## config.mk

```make
export PLATFORM = sky130hd
export DESIGN_NAME = pipeline_reg_vr_flat
export DESIGN_NICKNAME = d
export VERILOG_FILES = /design/src/rtl/pipeline_reg_vr_pkg.sv /design/src/rtl/pipeline_reg_vr_if.sv /design/src/rtl/pipeline_reg_vr_entry.sv /design/src/rtl/pipeline_reg_vr.sv /design/src/flat_wrapper.sv
export SDC_FILE = /design/constraint.sdc
export NUM_CORES = 1
export LEC_CHECK = 0
export CAP_MARGIN = 20
export CORE_ASPECT_RATIO = 0.5
export CORE_MARGIN = 1
export CORE_UTILIZATION = 28
export CTS_CLUSTER_SIZE = 40
export DETAILED_ROUTE_END_ITERATION = 10
export PLACE_DENSITY = 0.53
export SYNTH_ARGS = -nofsm -noshare
export SYNTH_HDL_FRONTEND = slang
export SYNTH_SLANG_ARGS = --single-unit
```

## constraint.sdc

```tcl
create_clock -name clk -period 2 [get_ports clk]
set_input_delay 0.4 -clock clk [delete_from_list [all_inputs] [get_ports clk]]
set_output_delay 0.4 -clock clk [all_outputs]
set_load 0.005 [all_outputs]
```

## src/rtl/pipeline_reg_vr_pkg.sv

```systemverilog
// Shared definitions for the valid/ready pipeline register: default payload
// width and the per-edge action taken by the stage controller.
package pipeline_reg_vr_pkg;

   localparam int DEFAULT_DATA_WIDTH = 32;

   // What the stage does on the next rising edge.
   typedef enum logic [2:0] {
      OP_HOLD,        // main stalled, nothing arriving: keep everything
      OP_LOAD_INPUT,  // main empty/draining: take the incoming beat into main
      OP_DRAIN_SKID,  // main empty/draining: move the skid beat into main
      OP_FILL_SKID,   // main stalled: park the incoming beat in the skid entry
      OP_EMPTY_MAIN   // main draining with nothing to replace it
   } stage_op_e;

   // Skid has priority over a new input beat to keep strict FIFO order. While
   // the skid entry is full in_ready is low, so in_xfer is never set then.
   function automatic stage_op_e next_op(input logic main_valid,
                                         input logic out_ready,
                                         input logic skid_valid,
                                         input logic in_xfer);
      stage_op_e op;
      if (!main_valid || out_ready) begin
         if (skid_valid)   op = OP_DRAIN_SKID;
         else if (in_xfer) op = OP_LOAD_INPUT;
         else              op = OP_EMPTY_MAIN;
      end else begin
         if (in_xfer)      op = OP_FILL_SKID;
         else              op = OP_HOLD;
      end
      return op;
   endfunction

endpackage

```

## src/rtl/pipeline_reg_vr_if.sv

```systemverilog
// Streaming valid/ready bus. The producer side uses the master modport, the
// consumer side the slave modport.
interface pipeline_reg_vr_if
   import pipeline_reg_vr_pkg::*;
#(
   parameter int DATA_WIDTH = DEFAULT_DATA_WIDTH
) ();

   logic                  valid;
   logic                  ready;
   logic [DATA_WIDTH-1:0] data;

   modport master (output valid, output data, input ready);
   modport slave  (input valid, input data, output ready);

endinterface

```

## src/rtl/pipeline_reg_vr_entry.sv

```systemverilog
// One storage slot of the pipeline register: a valid flag plus payload.
// load writes a new beat, clear drops the valid flag and keeps the payload so
// the data output holds its last value when idle.
module pipeline_reg_vr_entry
   import pipeline_reg_vr_pkg::*;
#(
   parameter int DATA_WIDTH = DEFAULT_DATA_WIDTH
) (
   input  logic                  clk,
   input  logic                  rst_n,   // asynchronous, active-high
   input  logic                  load,
   input  logic                  clear,
   input  logic [DATA_WIDTH-1:0] d,
   output logic                  valid,
   output logic [DATA_WIDTH-1:0] data
);

   // Slot register: load beats clear; payload untouched on clear.
   // NOTE: sequential state uses non-blocking (<=) so every flop samples
   // pre-edge values regardless of block evaluation order.
   always_ff @(posedge clk or posedge rst_n) begin
      if (rst_n) begin
         valid <= 1'b0;
         // NOTE: the payload is reset only because out_data=0 after reset is
         // observable behaviour; a pure datapath register would not need it.
         data  <= '0;
      end else if (load) begin
         valid <= 1'b1;
         data  <= d;
      end else if (clear) begin
         valid <= 1'b0;
      end
   end

endmodule

```

## src/rtl/pipeline_reg_vr.sv

```systemverilog
// One-stage valid/ready pipeline register with a single skid entry. Data,
// valid and ready are all driven from flops, so the stage breaks every timing
// path between producer and consumer while sustaining one beat per cycle.
module pipeline_reg_vr
   import pipeline_reg_vr_pkg::*;
#(
   parameter int DATA_WIDTH = DEFAULT_DATA_WIDTH
) (
   input  logic              clk,
   input  logic              rst_n,   // asynchronous, active-high despite the name
   pipeline_reg_vr_if.slave  in_if,
   pipeline_reg_vr_if.master out_if
);

   logic                  main_valid;
   logic [DATA_WIDTH-1:0] main_data;
   logic                  skid_valid;
   logic [DATA_WIDTH-1:0] skid_data;

   logic                  in_xfer;
   stage_op_e             op;
   logic                  main_load;
   logic                  main_clear;
   logic [DATA_WIDTH-1:0] main_d;
   logic                  skid_load;
   logic                  skid_clear;

   // in_ready comes straight from the skid flop, so out_ready never reaches it
   // combinationally.
   assign in_if.ready  = !skid_valid;
   assign in_xfer      = in_if.valid && !skid_valid;

   assign out_if.valid = main_valid;
   assign out_if.data  = main_data;

   // Next-edge control: translate the chosen action into slot load/clear strobes.
   // NOTE: every output gets a default before the case so no path leaves a
   // signal unassigned, which would infer a latch.
   always_comb begin
      main_load  = 1'b0;
      main_clear = 1'b0;
      main_d     = in_if.data;
      skid_load  = 1'b0;
      skid_clear = 1'b0;
      op         = next_op(main_valid, out_if.ready, skid_valid, in_xfer);
      case (op)
         OP_LOAD_INPUT: begin
            main_load = 1'b1;
         end
         OP_DRAIN_SKID: begin
            main_load  = 1'b1;
            main_d     = skid_data;
            skid_clear = 1'b1;
         end
         OP_FILL_SKID: begin
            skid_load = 1'b1;
         end
         OP_EMPTY_MAIN: begin
            main_clear = 1'b1;
         end
         default: ;
      endcase
   end

   pipeline_reg_vr_entry #(.DATA_WIDTH(DATA_WIDTH)) u_main (
      .clk   (clk),
      .rst_n (rst_n),
      .load  (main_load),
      .clear (main_clear),
      .d     (main_d),
      .valid (main_valid),
      .data  (main_data)
   );

   pipeline_reg_vr_entry #(.DATA_WIDTH(DATA_WIDTH)) u_skid (
      .clk   (clk),
      .rst_n (rst_n),
      .load  (skid_load),
      .clear (skid_clear),
      .d     (in_if.data),
      .valid (skid_valid),
      .data  (skid_data)
   );

endmodule

```

## src/flat_wrapper.sv

```systemverilog
// flat-port wrapper written by rule: the top's interface ports become plain ports
module pipeline_reg_vr_flat import pipeline_reg_vr_pkg::*;
#(
   parameter int DATA_WIDTH = DEFAULT_DATA_WIDTH
)
  (clk, rst_n, in_if_valid, in_if_data, in_if_ready, out_if_valid, out_if_data, out_if_ready);
  pipeline_reg_vr_if #(.DATA_WIDTH(DATA_WIDTH)) in_if_i ();
  pipeline_reg_vr_if #(.DATA_WIDTH(DATA_WIDTH)) out_if_i ();
  input  logic clk;
  input  logic rst_n;
  input wire logic [$bits(in_if_i.valid)-1:0] in_if_valid;
  input wire logic [$bits(in_if_i.data)-1:0] in_if_data;
  output wire logic [$bits(in_if_i.ready)-1:0] in_if_ready;
  output wire logic [$bits(out_if_i.valid)-1:0] out_if_valid;
  output wire logic [$bits(out_if_i.data)-1:0] out_if_data;
  input wire logic [$bits(out_if_i.ready)-1:0] out_if_ready;
  assign in_if_i.valid = in_if_valid;
  assign in_if_i.data = in_if_data;
  assign in_if_ready = in_if_i.ready;
  assign out_if_valid = out_if_i.valid;
  assign out_if_data = out_if_i.data;
  assign out_if_i.ready = out_if_ready;
  pipeline_reg_vr #(.DATA_WIDTH(DATA_WIDTH)) u_core (.clk(clk), .rst_n(rst_n), .in_if(in_if_i), .out_if(out_if_i));
endmodule
```

Word-level counts from Yosys, hierarchy flattened

Index checks and enable logic that the tools add are counted.

Flip-flop bits (word level): 66
Input bits: 36
Output and inout bits: 34

Eq/ne operators: 4
Mux-type cells: 13
Reductions and logical operators: 7

Operator list:

| cell                                                             | count |
|---|---|
| 32-bit 2-to-1 mux                                                | 1 |
| 3-bit 2-to-1 mux                                                 | 3 |
| 1-bit 2-to-1 mux                                                 | 8 |
| 3-bit by 2-bit == test with 1-bit output (second input constant) | 2 |
| 2-bit nonzero test                                               | 2 |
| 3-bit by 1-bit == test with 1-bit output (second input constant) | 1 |
| 3-bit == test (second input constant)                            | 1 |
| 1-bit logical NOT                                                | 2 |
| 2-bit 2-to-1 mux                                                 | 1 |
| 2-bit OR reduction                                               | 1 |
| 1-bit logical AND                                                | 1 |
| 1-bit logical OR                                                 | 1 |

Depth between registers and ports, before layout

Gate-level depths: netlist of run 1.

Depth after elaboration: 9
Depth in mapped cells: 4
Gate-level depth less buffers: 3

Hierarchy

From an unflattened synthesis of run 1, not the netlist that was laid out.

Cell total of the unflattened synthesis: 186
Area total of the unflattened synthesis: 3315.7 um^2

By module, submodules not included:

| module                | times used | cells an instance | area each (um^2) | seq. area each (um^2) |
|---|---|---|---|---|
| pipeline_reg_vr_entry | 2          | 72                | 1381.3           | 825.8 |
| pipeline_reg_vr       | 1          | 42                | 553.0            | 0.0 |

Worst setup path after synthesis of run 1

No wires, ideal clock.

Kind: input-to-reg
Start point: input out_if_ready
End point: register u_core.u_skid.data[20]
Arrival: 1335 ps
Required time: 1875 ps
Setup slack: 540 ps
Stages: 4
Path buffers: 1
Path through: nand2b_4 > nor3b_4 > buf_6 > mux2_2

Word-level cells in the longest chain between the ends: 4

RTL lines:

| item                                     | line                        | RTL |
|---|---|---|
| start, declared                          | flat_wrapper.sv:16          | `input wire logic [$bits(out_if_i.ready)-1:0] out_if_ready;` |
| 1-bit logical OR                         | pipeline_reg_vr_pkg.sv:23   | `if (!main_valid \|\| out_ready) begin` |
| 3-bit 2-to-1 mux                         | pipeline_reg_vr_pkg.sv:23   |  |
| 3-bit by 2-bit == test with 1-bit output | pipeline_reg_vr.sv:46       | `case (op)` |
| 1-bit 2-to-1 mux                         | pipeline_reg_vr.sv:46       |  |
| end signal, assigned                     | pipeline_reg_vr_entry.sv:26 | `data <= '0;` |
| end signal, assigned                     | pipeline_reg_vr_entry.sv:29 | `data <= d;` |
| end, declared                            | pipeline_reg_vr_entry.sv:15 | `output logic [DATA_WIDTH-1:0] data` |

Every way passes these cells.
A chain may end at the register's enable or synchronous reset.

Final worst setup path of run 1

Start point: register u_core.u_skid.valid
End point: output in_if_ready

Word-level cells in the longest chain between the ends: 1

RTL lines:

| item                   | line                        | RTL |
|---|---|---|
| start, declared        | pipeline_reg_vr_entry.sv:14 | `output logic valid,` |
| start signal, assigned | pipeline_reg_vr_entry.sv:23 | `valid <= 1'b0;` |
| start signal, assigned | pipeline_reg_vr_entry.sv:28 | `valid <= 1'b1;` |
| start signal, assigned | pipeline_reg_vr_entry.sv:31 | `valid <= 1'b0;` |
| 1-bit logical NOT      | pipeline_reg_vr.sv:30       | `assign in_if.ready = !skid_valid;` |
| end, declared          | flat_wrapper.sv:13          | `output wire logic [$bits(in_if_i.ready)-1:0] in_if_ready;` |

Every way passes these cells.

==> flow_summary.json, run 1 <==
{
  "outcome": "finished, final reports clean",
  "sequential_fraction_of_design_power_pct": 43.3,
  "met2WireLength_um": 2680,
  "cts_resized": 0,
  "worst_ir_drop_vdd_uv": 414,
  "chipHeight_um": 73.7,
  "yosysUniqueCellTypes": 11,
  "insertion_delay_ns": 0.33,
  "floorplan.die.width_um": 145,
  "detailroute.wirelength.met3_um": 213,
  "skew_ns": 0.00802,
  "cts.reportedPaths.clkPinSlew_ns": 0.06,
  "cap_violations": 0,
  "globalRouteOverflowTotal": 0,
  "cts.hold.buffers_added": 0,
  "worstPathCellList": "inv_1 > clkdlybuf4s50_1",
  "timing_max_transition_violations_final": 0,
  "diodes": 0,
  "multi_input_area_um2": 1130,
  "initial_antenna_violation_count": 0,
  "largest_family_of_logic_cells_by_synthesized_area": "multiplexers",
  "grt_pass1_wl_um": 9320,
  "stdcell_count": 391,
  "synth-adder-area-share_pct": 0,
  "synth-seq-cells": 66,
  "drt_pre_antenna_iters": 2,
  "most_frequent_cells_in_the_layout": "sky130_fd_sc_hd__mux2_2, sky130_fd_sc_hd__clkdlybuf4s50_1, sky130_fd_sc_hd__dfrtp_1",
  "mappedNetlistNets": 216,
  "timing.max_slew.rel_slack_pct": 73.2,
  "first_global_vias": 1834,
  "place_inst": 378,
  "cts_post_setup_buffers_inserted": 0,
  "rows": 25,
  "syn2layout_area_growth_pct": 39.0,
  "regArea_um2": 1650,
  "yosys.area_share.xor_xnor_pct": 0,
  "max_clock_freq_mhz": 534,
  "wl_per_cell_um": 13.9,
  "post_drt_via_cell_ratio": 4.28,
  "ant_nets": 0,
  "met1_length_um": 2440,
  "cts.path.max_buffers": 2,
  "finalWorstPathRequiredPeriod_ns": 1.87,
  "worstMarginPinSlew_ns": 0.401,
  "highest_layer": "met4",
  "numPortBuffers": 69,
  "static-leakage-power_nw": 1.60,
  "clock_power_share_pct": 34.1,
  "die-area_um2": 10700,
  "yosys-mux-area-fraction_pct": 37.5,
  "detail_route.drc_violations": 0,
  "critPathMaxStageDelay_ns": 0.55,
  "power.switching_fraction_pct": 22.4,
  "grt_max_degree": 67,
  "post-dp-hpwl_um": 3580,
  "cts-root-buf": "sky130_fd_sc_hd__clkbuf_16",
  "design.core.area_um2": 9730,
  "grt_util_all_layers_pct": 11.6,
  "internal_power_mw": 3.26,
  "detailedRoute.firstIterationViolations": 46,
  "mapped_cell_area_um2": 2880,
  "end_kind": "primary output",
  "power.density_nw_per_um2": 1050,
  "report.final.setup_viol": 0,
  "setup_repair_after_global_routing_missed_its_margin": "false",
  "dr_total_vias": 1673,
  "netlist_instances": 180,
  "maximum_fanout_encountered_on_the_critical_timing_path": 16,
  "share_comb_of_total_power_pct": 22.7,
  "clock-sinks": 66,
  "final_layout_size_suffix_gt1_share_pct": 44.9,
  "route.final.wire_length_um": 5440,
  "leading_cell_type_in_the_layout_fill_and_taps_excluded": "sky130_fd_sc_hd__mux2_2",
  "synth_compound_area_share_pct": 0.261,
  "register_area_share_after_synthesis_pct": 57.3,
  "hold_path.class": "register to register",
  "clock_tree.htree_level_count": 3,
  "cts_inserted_buffers": 9,
  "finish.utilization_pct": 41.2,
  "synth_simple_gate_area_share_pct": 1.52,
  "io_pins": 70,
  "critical_path.startpoint_type": "register",
  "totalNegativeSetupSlack_ns": 0,
  "final.fill_count": 908,
  "ys.warnings.count": 0,
  "nNetsFinal": 290,
  "layout_worst_path_cycle_share_pct": 93.6,
  "synthesis.area_per_instance_um2": 16.0,
  "cts_tree": "yes",
  "path_class": "register to primary output",
  "arrival_ns": 1.47,
  "report.final.hold_viol_count": 0,
  "critical_path.slowest_cell": "sky130_fd_sc_hd__dfrtp_2",
  "routabilityCongestion": 0.684,
  "floorplan.initialDensity_pct": 29.6,
  "switching_power_uw": 941,
  "worst-endpoint-required_ns": 1.60
}
-- final cells by class --
| class | instances | area share [%] |
|---|---|---|
| flip-flops and latches | 66 | 41.3 |
| multi-input cells | 102 | 28.3 |
| repair buffers | 73 | 19.2 |
| clock buffers | 13 | 6.75 |
| well taps | 135 | 4.22 |
| inverters | 2 | 0.281 |
-- critical path: cells and delay by family (launching register included) --
kind	cells	cell delay, ns
buffers and inverters	2	0.59
DFF	1	0.55
-- through the flow --
stage	setup WS, ns	power [mW]	instance area, um^2	hold WS [ns]
floorplan	0.540	2.30	2890	0.452
global placement	0.112	2.78	3740	0.471
detailed placement	0.0401	2.81	3740	0.480
CTS	0.0969	4.28	4010	0.491
global route	0.0437	4.45	4010	0.506
finish	0.128	4.20	4010	0.486
-- power by group through the flow --
stage | combinational, mW | clock (mW) | sequential (mW)
finish | 0.951 | 1.43 | 1.82
global route | 1.03 | 1.55 | 1.87
CTS | 0.973 | 1.48 | 1.82
detailed placement | 0.970 | 0 | 1.84
global placement | 0.956 | 0 | 1.83
floorplan | 0.487 | 0 | 1.81
-- sequential cells by signal, summed over array words and instances, names as in the netlist --
register and cells:
u_core.u_main.data 32, u_core.u_main.valid 1, u_core.u_skid.data 32, u_core.u_skid.valid 1
-- synthesized netlist by cell type, drive strengths merged --
cell     n  area (um^2)
nand2b   1         13.8
inv      2         7.51
mux2    96         1080
o21a     1         7.51
nor2     2         7.51
buf     10         90.1
nand2    1         3.75
nor3b    1         18.8
dfrtp   66         1650
-- cells by family after synthesis --
kind of cell / after synthesis
AOI/OAI and AO/OA: 1
buffers and inverters: 12
DFF: 66
muxes: 96
and+or+nand+nor: 5
-- final timing paths --
kind | start | to | slack, ns | depth (start not counted)
max | u_core.u_skid.valid | in_if_ready | 0.13 | 2
min | u_core.u_skid.data[28] | u_core.u_skid.data[28] | 0.49 | 1
max reg2reg | u_core.u_skid.valid | u_core.u_main.data[28] | 0.41 | 3
min reg2reg | u_core.u_skid.data[28] | u_core.u_skid.data[28] | 0.49 | 1
max in group asynchronous | rst_n | u_core.u_skid.valid | 1.17 | 3
min in group asynchronous | rst_n | u_core.u_main.data[5] | 0.52 | 3
-- per-layer routing --
metal,GRT usage (%),vias up
met1,13.6,833
met2,19.4,37
met4,6.67,0
met3,3.54,11
li1,-,792
met5,0,-
Note: power is estimated with default switching activity, not from simulation.
==> inputs of run 2 (changes only) <==
ABC_CLOCK_PERIOD_IN_PS = 2000   (was default)
CORE_MARGIN = 2   (was 1)
==> run 2 against run 1 <==
First-iteration DRC count up 33%. Combinational power up 0.9%. Cell count up 2.8%. Maximum frequency down 1.2%. Cell area up 2.2%. Core utilization down 0.72 points. Critical endpoint unchanged. Highest routed layer unchanged.
==> flow_summary.json, run 2 (synthesis gave the netlist of run 1 again) <==
{
  "outcome": "finished, final reports clean",
  "cts_resized": 0,
  "post-route-cell-area_um2": 4090,
  "drt_pre_antenna_iters": 3,
  "clock_tree.htree_level_count": 3,
  "power.density_nw_per_um2": 1120,
  "postLayoutSetupSlackWorst_ns": 0.106,
  "dp_worst_slack_ns": 0.0717,
  "report.final.setup_viol": 0,
  "finish.utilization_pct": 40.5,
  "path_class": "register to primary output",
  "cap_violations": 0,
  "r2r_end": "u_core.u_main.data[5]",
  "wl_per_cell_um": 14.1,
  "hold_path.class": "input port to asynchronous set/reset pin",
  "met1_length_um": 2550,
  "timing_max_transition_violations_final": 0,
  "worst-endpoint-required_ns": 1.60,
  "dr_total_vias": 1708,
  "leading_cell_type_in_the_layout_fill_and_taps_excluded": "sky130_fd_sc_hd__mux2_2",
  "detailroute.wirelength.met3_um": 236,
  "internal_power_mw": 3.55,
  "cts.hold.buffers_added": 0,
  "chipHeight_um": 75.7,
  "highest_layer": "met4",
  "place_inst": 386,
  "syn2layout_area_growth_pct": 42.1,
  "most_frequent_cells_in_the_layout": "sky130_fd_sc_hd__mux2_2, sky130_fd_sc_hd__clkdlybuf4s50_1, sky130_fd_sc_hd__dfrtp_1",
  "finalWorstPathRequiredPeriod_ns": 1.89,
  "first_global_vias": 1783,
  "die-area_um2": 11200,
  "met2WireLength_um": 2820,
  "initial_antenna_violation_count": 0,
  "cts_post_setup_buffers_inserted": 0,
  "diodes": 0,
  "clock-sinks": 66,
  "layout_top_registers": "u_core.u_main.data (32), u_core.u_skid.data (32)",
  "multi_input_area_um2": 1130,
  "r2r_slack_ns": 0.39,
  "worst_setup_path_endpoint": "in_if_ready",
  "ant_nets": 0,
  "end_kind": "primary output",
  "worstMarginPinSlew_ns": 0.431,
  "final_layout_size_suffix_gt1_share_pct": 46.6,
  "timing.reg2reg.worst_path_depth": 3,
  "setup_repair_after_global_routing_missed_its_margin": "false",
  "post-dp-hpwl_um": 3920,
  "static-leakage-power_nw": 1.65,
  "report.final.hold_viol_count": 0,
  "route.final.wire_length_um": 5680,
  "clock_power_share_pct": 39.2,
  "timing.max_slew.rel_slack_pct": 71.2,
  "grt_max_degree": 59,
  "power.switching_fraction_pct": 22.2,
  "share_comb_of_total_power_pct": 21.0,
  "design.core.area_um2": 10100,
  "placed_area_um2": 3750,
  "sequential_fraction_of_design_power_pct": 39.8,
  "detail_route.drc_violations": 0,
  "post_drt_via_cell_ratio": 4.25,
  "cts_inserted_buffers": 9,
  "max_clock_freq_mhz": 528,
  "numPortBuffers": 69,
  "maximum_fanout_encountered_on_the_critical_timing_path": 16,
  "worst_ir_drop_vdd_uv": 464,
  "totalNegativeSetupSlack_ns": 0,
  "grt_pass1_wl_um": 9100,
  "startpoint": "u_core.u_skid.valid",
  "insertion_delay_ns": 0.32,
  "regArea_um2": 1650,
  "critical_path.startpoint_type": "register",
  "final.fill_count": 928,
  "switching_power_mw": 1.01,
  "cts.path.max_buffers": 2,
  "cts_tree": "yes",
  "r2r_startpoint": "u_core.u_skid.valid",
  "cts-root-buf": "sky130_fd_sc_hd__clkbuf_16",
  "globalRouteOverflowTotal": 0,
  "stdcell_count": 402,
  "io_pins": 70,
  "nNetsFinal": 293,
  "layout_worst_path_cycle_share_pct": 94.7,
  "skew_ns": 0.00409,
  "detailedRoute.firstIterationViolations": 61,
  "floorplan.die.width_um": 147,
  "routabilityCongestion": 0.656,
  "floorplan.initialDensity_pct": 28.5,
  "rows": 26,
  "arrival_ns": 1.49,
  "grt_util_all_layers_pct": 10.7,
  "cts.reportedPaths.clkPinSlew_ns": 0.05
}
run 2: cell count changes in the layout (fill, tap and decap cells not counted):
cell                         previous run  this run
sky130_fd_sc_hd__buf_4                  0         4
sky130_fd_sc_hd__bufinv_16              0         3
sky130_fd_sc_hd__clkbuf_8               3         0
sky130_fd_sc_hd__clkinv_2               0         2
sky130_fd_sc_hd__buf_12                 4         3
sky130_fd_sc_hd__clkbuf_1               1         0
sky130_fd_sc_hd__clkinvlp_4             1         2
sky130_fd_sc_hd__inv_6                  0         1
run 2: layout make-up:
class	count	share of cell area, %
clock buffers	9	5.50
multi-input cells	102	27.7
well taps	140	4.28
flip-flops and latches	66	40.4
clock inverters	7	2.84
inverters	2	0.275
repair buffers	76	19.1
run 2: how the worst min path moves through the flow:
stage                                   to  slack [ns]  cells past startpoint                   start
CTS                  u_core.u_skid.data[5]        0.37                      2                   rst_n
finish               u_core.u_skid.data[5]        0.37                      2                   rst_n
global placement    u_core.u_skid.data[28]        0.46                      1  u_core.u_skid.data[28]
floorplan           u_core.u_skid.data[28]        0.45                      1  u_core.u_skid.data[28]
detailed placement  u_core.u_skid.data[28]        0.48                      1  u_core.u_skid.data[28]
global route         u_core.u_skid.data[5]        0.39                      2                   rst_n
run 2: per-layer routing:
layer	GRT usage [%]	vias up
met2	18.5	26
met1	12.7	877
met5	0	-
li1	-	798
met3	3.95	7
met4	3.85	0
run 2: per-stage QoR:
stage	hold WS, ns	total power, mW
after floorplan	0.452	2.30
after global placement	0.462	2.80
after detailed placement	0.479	2.83
after CTS	0.369	4.65
after global routing	0.395	4.82
final	0.373	4.57
run 2: worst max-delay path, cell delays in order, from the launching register on:
cell and delay (ns):
sky130_fd_sc_hd__dfrtp_2 0.56, sky130_fd_sc_hd__inv_1 0.10, sky130_fd_sc_hd__clkdlybuf4s50_1 0.50
run 2: power by group through the flow:
stage	clock network (mW)	registers (mW)	logic (mW)
after floorplan	0	1.81	0.487
after global placement	0	1.83	0.960
after detailed placement	0	1.85	0.979
after CTS	1.84	1.83	0.982
after global routing	1.91	1.86	1.05
final	1.79	1.82	0.960
==> inputs of run 3 (changes only) <==
GPL_ROUTABILITY_DRIVEN = 1   (was default)
==> results of run 3 <==
Same layout as run 2: the final DEF is identical, and so are final timing and power.
